===== config.mk =====
export PLATFORM = sky130hd
export DESIGN_NAME = muldiv_sequencer
export DESIGN_NICKNAME = d
export VERILOG_FILES = /design/src/rtl/muldiv_sequencer.sv
export SDC_FILE = /design/constraint.sdc
export NUM_CORES = 1
export LEC_CHECK = 0
export ABC_AREA = 1
export CORE_UTILIZATION = 41
export CTS_CLUSTER_DIAMETER = 80
export DETAILED_ROUTE_END_ITERATION = 10
export PLACE_DENSITY = 0.9
export SYNTH_ARGS = -nofsm -noshare
export SYNTH_HDL_FRONTEND = slang
export SYNTH_SLANG_ARGS = --single-unit

===== constraint.sdc =====
create_clock -name clock -period 1.9 [get_ports clock]
set_clock_uncertainty 0.2 [all_clocks]
set_input_delay 0.19 -clock clock [delete_from_list [all_inputs] [get_ports clock]]
set_output_delay 0.19 -clock clock [all_outputs]
set_load 0.02 [all_outputs]

===== src/rtl/muldiv_sequencer.sv =====
// muldiv_sequencer
// Owns the architectural HI/LO registers and shares one registered operand
// bus between a multi-cycle multiplier and divider. Accepts MULT, DIV, MTHI
// and MTLO requests, pulses the selected unit's start for one cycle, waits
// for its done level and commits the result into HI/LO.
//
// Optional build macro: MULDIV_TIMEOUT_EN
//   When defined, a watchdog aborts a WAIT that lasts TIMEOUT cycles without
//   the unit's done. HI/LO are left unchanged and timeout_err is set.
//   When undefined, WAIT lasts until done and timeout_err is tied low.

module muldiv_sequencer #(
  parameter int WIDTH   = 32,
  parameter int TIMEOUT = 40
) (
  input  logic             clock,
  input  logic             reset,        // asynchronous, active low
  input  logic             op_valid,
  output logic             op_ready,
  input  logic [1:0]       op_code,
  input  logic [WIDTH-1:0] op_a,
  input  logic [WIDTH-1:0] op_b,
  output logic [WIDTH-1:0] unit_a,
  output logic [WIDTH-1:0] unit_b,
  output logic             mult_start,
  input  logic             mult_done,
  input  logic [WIDTH-1:0] mult_hi,
  input  logic [WIDTH-1:0] mult_lo,
  output logic             div_start,
  input  logic             div_done,
  input  logic [WIDTH-1:0] div_hi,
  input  logic [WIDTH-1:0] div_lo,
  output logic [WIDTH-1:0] hi,
  output logic [WIDTH-1:0] lo,
  output logic             busy,
  output logic             done,
  output logic             div_zero,
  output logic             timeout_err
);

  // Operation encodings presented by the control unit
  localparam logic [1:0] OP_MULT = 2'b00;
  localparam logic [1:0] OP_DIV  = 2'b01;
  localparam logic [1:0] OP_MTHI = 2'b10;
  localparam logic [1:0] OP_MTLO = 2'b11;

  typedef enum logic [1:0] {
    ST_IDLE   = 2'b00,
    ST_LAUNCH = 2'b01,
    ST_WAIT   = 2'b10,
    ST_COMMIT = 2'b11
  } stateT;

  stateT state;
  stateT nextState;

  // Kind of the op in flight: 1 = divider owns the operation, 0 = multiplier
  logic opIsDiv;
  // Handshake edge: request seen while idle
  logic accept;
  // Divisor of the presented request is zero
  logic opBZero;

  // Done/result of whichever unit owns the in-flight op
  logic             unitDone;
  logic [WIDTH-1:0] unitHi;
  logic [WIDTH-1:0] unitLo;

  assign opBZero  = (op_b == {WIDTH{1'b0}});
  assign unitDone = opIsDiv ? div_done : mult_done;
  assign unitHi   = opIsDiv ? div_hi   : mult_hi;
  assign unitLo   = opIsDiv ? div_lo   : mult_lo;

`ifdef MULDIV_TIMEOUT_EN
  localparam int CntW = $clog2(TIMEOUT + 1);

  // Cycles spent in WAIT; last WAIT cycle before abort holds TIMEOUT-1
  logic [CntW-1:0] waitCnt;
  logic            waitExpired;
  logic            timeoutFire;

  assign waitExpired = (waitCnt == CntW'(TIMEOUT - 1));
`else
  // Watchdog not built: the depth parameter has no consumer in this build
  logic [31:0] unusedTimeout;
  assign unusedTimeout = 32'(TIMEOUT);
`endif

  // State register; reset forces IDLE so any start pulse is cut at once
  always_ff @(posedge clock or negedge reset) begin
    if (!reset) begin
      state <= ST_IDLE;
    end else begin
      state <= nextState;
    end
  end

  // Next-state decode and the state-decoded handshake/strobe outputs
  always_comb begin
    nextState  = state;
    op_ready   = 1'b0;
    busy       = 1'b1;
    done       = 1'b0;
    mult_start = 1'b0;
    div_start  = 1'b0;
    accept     = 1'b0;
`ifdef MULDIV_TIMEOUT_EN
    timeoutFire = 1'b0;
`endif
    case (state)
      ST_IDLE: begin
        op_ready = 1'b1;
        busy     = 1'b0;
        if (op_valid) begin
          accept = 1'b1;
          case (op_code)
            OP_MULT: nextState = ST_LAUNCH;
            OP_DIV: begin
              // A zero divisor never reaches the divider
              if (opBZero) begin
                nextState = ST_COMMIT;
              end else begin
                nextState = ST_LAUNCH;
              end
            end
            // MTHI/MTLO complete at the accept edge itself
            default: nextState = ST_COMMIT;
          endcase
        end else begin
          nextState = ST_IDLE;
        end
      end
      ST_LAUNCH: begin
        mult_start = ~opIsDiv;
        div_start  = opIsDiv;
        nextState  = ST_WAIT;
      end
      ST_WAIT: begin
        // Done only counts here: units keep a stale done high until
        // they sample their start, which has happened by the first WAIT edge
        if (unitDone) begin
          nextState = ST_COMMIT;
        end else begin
`ifdef MULDIV_TIMEOUT_EN
          if (waitExpired) begin
            timeoutFire = 1'b1;
            nextState   = ST_COMMIT;
          end else begin
            nextState = ST_WAIT;
          end
`else
          nextState = ST_WAIT;
`endif
        end
      end
      ST_COMMIT: begin
        done      = 1'b1;
        nextState = ST_IDLE;
      end
      default: begin
        nextState = ST_IDLE;
      end
    endcase
  end

  // Operand bus, op kind, HI/LO and the divide-by-zero flag
  always_ff @(posedge clock or negedge reset) begin
    if (!reset) begin
      unit_a   <= {WIDTH{1'b0}};
      unit_b   <= {WIDTH{1'b0}};
      opIsDiv  <= 1'b0;
      hi       <= {WIDTH{1'b0}};
      lo       <= {WIDTH{1'b0}};
      div_zero <= 1'b0;
    end else if (accept) begin
      // Operands stay on the bus until the next accept
      unit_a   <= op_a;
      unit_b   <= op_b;
      opIsDiv  <= (op_code == OP_DIV);
      div_zero <= (op_code == OP_DIV) && opBZero;
      case (op_code)
        OP_MTHI: hi <= op_a;
        OP_MTLO: lo <= op_a;
        default: begin
          hi <= hi;
          lo <= lo;
        end
      endcase
    end else if ((state == ST_WAIT) && unitDone) begin
      hi <= unitHi;
      lo <= unitLo;
    end else begin
      hi <= hi;
      lo <= lo;
    end
  end

`ifdef MULDIV_TIMEOUT_EN
  // Watchdog counter (restarted on the way into WAIT) and sticky abort flag
  always_ff @(posedge clock or negedge reset) begin
    if (!reset) begin
      waitCnt     <= {CntW{1'b0}};
      timeout_err <= 1'b0;
    end else begin
      if (state == ST_LAUNCH) begin
        waitCnt <= {CntW{1'b0}};
      end else if (state == ST_WAIT) begin
        waitCnt <= waitCnt + 1'b1;
      end else begin
        waitCnt <= waitCnt;
      end
      if (accept) begin
        timeout_err <= 1'b0;
      end else if (timeoutFire) begin
        timeout_err <= 1'b1;
      end else begin
        timeout_err <= timeout_err;
      end
    end
  end
`else
  assign timeout_err = 1'b0;
`endif

endmodule


# Yosys cells after proc, flatten, opt, wreduce, memory -nomap -nowiden
# Cells that the tools add are included.
[op_classes] n_eq_ne=8 n_mux=21 bitwise_logic=1 n_reduce_logical=8
[op_table] op="$mux 32" n=8
[op_table] op="$logic_not 32->1" n=1
[op_table] op="$mux 1" n=9
[op_table] op="$eq 2x2->1 const B" n=4
[op_table] op="$pmux 2 s4" n=1
[op_table] op="$eq 2x1->1 const B" n=2
[op_table] op="$logic_not 2->1" n=2
[op_table] op="$mux 2" n=2
[op_table] op="$ne 2x1->1 const B" n=2
[op_table] op="$pmux 2 s2" n=1
[op_table] op="$reduce_and 2->1" n=2
[op_table] op="$logic_and 1x1->1" n=2
[op_table] op="$reduce_bool 2->1" n=1
[op_table] op="$not 1->1" n=1
[word_totals] regBits=132 inputBits=199 output_inout_bits=135 elab_cells=45

# Depth between registers and ports, before layout
[logic_depth] ltp_word=5 depth_mapped=9 ltp_nobuf=8

# Least setup slack after synthesis
# Ideal clock, no wire load.
[synth_timing] kind="reg2reg" from="reg state[0]" to="reg hi[19]" t_arrival_ns=1.557 t_required_ns=1.584 setup_slack_ns=0.026 stages_incl_launch_ff=9 n_path_buf=1 path_cell_list="dfrtp_1 -> inv_1 -> ha_1 -> nand2_2 -> inv_2 -> nand3_1 -> buf_2 -> nand3_2 -> nand2_1"
[synth_via] elab_chain_len=4 word_cells_on_any_way=8 cone_classes="eq/ne (2); mux (2); reduce/logical (4)"
[synth_lines] element="start, declared" line_no="54" text="stateT state;"
[synth_lines] element="start signal, assigned" line_no="94" text="state <= nextState;"
[synth_lines] element="$logic_not 2->1 or $eq 2x2->1 (tied branches)" line_no="110, 189"
[synth_lines] element="$mux 1 or $logic_and 1x1->1 (tied branches)" line_no="110, 189"
[synth_lines] element="$ne 2x1->1 (no source line) or $reduce_bool 2->1 (tied branches)"
[synth_lines] element="$reduce_and 2->1 (no source line)"
[synth_lines] element="end signal, assigned" line_no="172" text="hi <= {WIDTH{1'b0}};"
[synth_lines] element="end signal, assigned" line_no="182" text="OP_MTHI: hi <= op_a;"
[synth_lines] element="end signal, assigned" line_no="185" text="hi <= hi;"
[synth_lines] element="end, declared" line_no="33" text="output logic [WIDTH-1:0] hi,"
# Parallel ways exist; a longest one is shown, timed or not.
# A chain may end at the register's enable or synchronous reset.

# Worst setup path after layout
[layout_timing] from="reg lo[13]" to="out lo[13]"
[layout_lines] element="start, declared" line_no="34" text="output logic [WIDTH-1:0] lo,"
[layout_lines] element="start signal, assigned" line_no="173" text="lo <= {WIDTH{1'b0}};"
[layout_lines] element="start signal, assigned" line_no="183" text="OP_MTLO: lo <= op_a;"
[layout_lines] element="start signal, assigned" line_no="186" text="lo <= lo;"
# No word-level cell between the ends.

==> out/results.tsv <==
metric	value	unit
critPathArrivalTime	1480	ps
drc	0	
worstRegToRegCells	9	
layout-drive-gt1-share	0.1237	
io_buffers	332	
dpl_worst_slack	-12.63	ps
powerDensity	1661	nW/um^2
cts_tree	yes	
areaGrowthSynthToFinish	64.85	%
grt_pass1_vias	7037	
synth_ff_type	dfrtp_1	
cts_buffers	17	
worstSetupStartpointType	flop	
cts_buffer_depth	2	
rsz0062_at_grt	yes	
synth.avg_cell_area	8.074	sq um
postCtsSetupRepairBufs	0	
die_h	130.2	um
fillCellCount	1214	
fin_crit	1869	ps
synth_cell_type_count	23	
clk_pin_slew_worst_paths	60	ps
cp.depth	1	
cpMaxStageDelayCell	clkdlybuf4s50_1	
grt_start_max_net_pins	49	
start_util	0.4224	
core	15940	sq um
dieArea	16940	sq um
synth_top_area_share	0.4905	
yosys-top-cells-area	dfrtp_1 49%, nand2_1 19%, o21ai_0 9.5%	
ant_nets	0	
antenna_found_initial	1	
synth_area	6734	sq um
end_kind	output pin	
final_max_slew_viol_count	0	
postSynth.asyncResetShare	1.000	
synth_edf_count	0	
rows	46	
leakagePower	5.205	nW
hold_class	input pin to async pin	
synthCells	834	
fin_crit_sh	0.9838	
peakVddDrop	886.3	uV
slowest_delay	640	ps
path_cells	clkdlybuf4s50_1	
hold_viol	0	
drt-initial-drc-count	394	
clk_latency	410	ps
yosysSeqAreaShare	0.4905	
cts.sinks	132	
synth_area_leader_cell	dfrtp_1	
dp_hpwl	17.94	mm
maxCapViolCount	0	
routed_via_density	5.054	
syn_nets	1037	
clockRootBuffer	clkbuf_16	
cp_top_family	buffers and inverters	
status	complete, no violations	
crit_type	flop to output pin	
cts_max_level	4	
timing.reg2reg.setup_slack	80	ps
yosys_register_bits	132	
grt_pass1_wl	36.83	mm
finalWorstSetupSlack	30.71	ps
die_w	130.2	um
drt_wl_total	24.57	mm
grt.overflow.total	0	
setup-violations-final	0	
layout_common_cells	342 x nand2_1, 326 x clkdlybuf4s50_1, 131 x dfrtp_1	
track_usage	0.2910	
io-pin-count	334	
ys_warn_count	0	
place.gp.congestion	0.8672	
nets	1370	
wire_per_inst	17.58	um
worst-path-buf-inv	1	
num_vias	7060	
layout_commonest_cell	nand2_1	
fmax	0.5350	GHz
power	0.01844	W
path_max_fanout	2	
dr.pass1.iters	5	
worstPathRequired	1510	ps
-- flip-flops by register name (all words and copies together) (netlist names) --
signal / flops
hi: 32
lo: 32
unit_a: 32
unit_b: 32
state: 2
div_zero: 1
opIsDiv: 1
-- power by group --
group	leakage [nW]	internal [W]	switching [W]
combinational	3.28	0.00449	0.00567
sequential	1.64	0.00416	0.000928
clock	0.283	0.00195	0.00125
total	5.20	0.0106	0.00784
-- cells in the mapped netlist, types with 3 or more instances --
| cell type | number |
|---|---|
| buf_1 | 3 |
| o21ai_0 | 128 |
| ha_1 | 4 |
| clkbuf_1 | 10 |
| nand3_2 | 60 |
| dfrtp_1 | 132 |
| inv_1 | 8 |
| nand2_2 | 3 |
| nand2_1 | 342 |
| nand3_1 | 6 |
| buf_12 | 6 |
| nor2_1 | 88 |
| buf_4 | 8 |
| buf_2 | 26 |
-- stage by stage --
stage	std cells	instance area (sq um)	hold WS (ps)	util	TNS, ps
after global routing	1396	11100	119.0	0.6961	-233.9
after floorplan	834	6734	-305.6	-	0
after detailed placement	1362	10430	-43.14	0.6544	-36.55
after global placement	1362	10430	-46.21	0.6544	0
after CTS	1395	11020	70.81	0.6910	0
final	1397	11100	88.74	0.6963	0
-- path summary, 6_finish.rpt --
| check | from | endpoint |
|---|---|---|
| hold / removal | reset | unit_b[1] |
| hold reg to reg | unit_b[27] | unit_b[27] |
| max in group asynchronous | reset | unit_b[13] |
| min in group clock | op_b[9] | unit_b[9] |
| setup / recovery | lo[13] | lo[13] |
| setup reg to reg | state[1] | hi[8] |
-- per-layer routing --
layer / vias to the layer above / track usage / share of wire / wire, um
li1: 3344 / - / - / -
met1: 3313 / 0.3331 / 0.38 / 9448
met2: 348 / 0.5009 / 0.50 / 12300
met3: 55 / 0.07831 / 0.079 / 1930
met4: 0 / 0.1450 / 0.036 / 884
met5: - / 0 / 0 / 0
-- worst reg2reg max path, stage by stage, from the launching register on --
cell	delay [ps]
dfrtp_1	400
inv_1	90
ha_2	220
nand2_4	110
buf_12	190
nand2_8	120
nand2_2	80
buf_4	180
nand2_1	70
nand2_1	60
-- logic make-up after synthesis --
group | Yosys count | synth area share
buffers and inverters | 65 | 0.06317
AND/OR/NAND/NOR | 502 | 0.3411
flip-flops | 132 | 0.4905
other | 1 | 0.0005569
adder cells (fa/ha/maj) | 4 | 0.007432
AO/OA/AOI/OAI | 130 | 0.09717
-- layout make-up --
class | instances | area (sq um) | share of cell area
sequential | 132 | 3304 | 0.2977
antenna | 1 | 2.502 | 0.0002254
clock inverter | 10 | 98.84 | 0.008904
clock buffer | 22 | 484.2 | 0.04362
inverter | 10 | 45.04 | 0.004058
timing repair buffer | 369 | 3841 | 0.3460
multi-input combinational | 637 | 3054 | 0.2751
tap | 216 | 270.3 | 0.02435
-- repair_timing --
item | CTS | global route
cloned | 0 | 1
pin swaps | 0 | 0
endpoints found under the setup margin | 56 | 68
resized for setup | 14 | 17
hold buffers | 1 | 0
hold endpoints to repair | 132 | 0
Power figures use the tool's default switching activity.
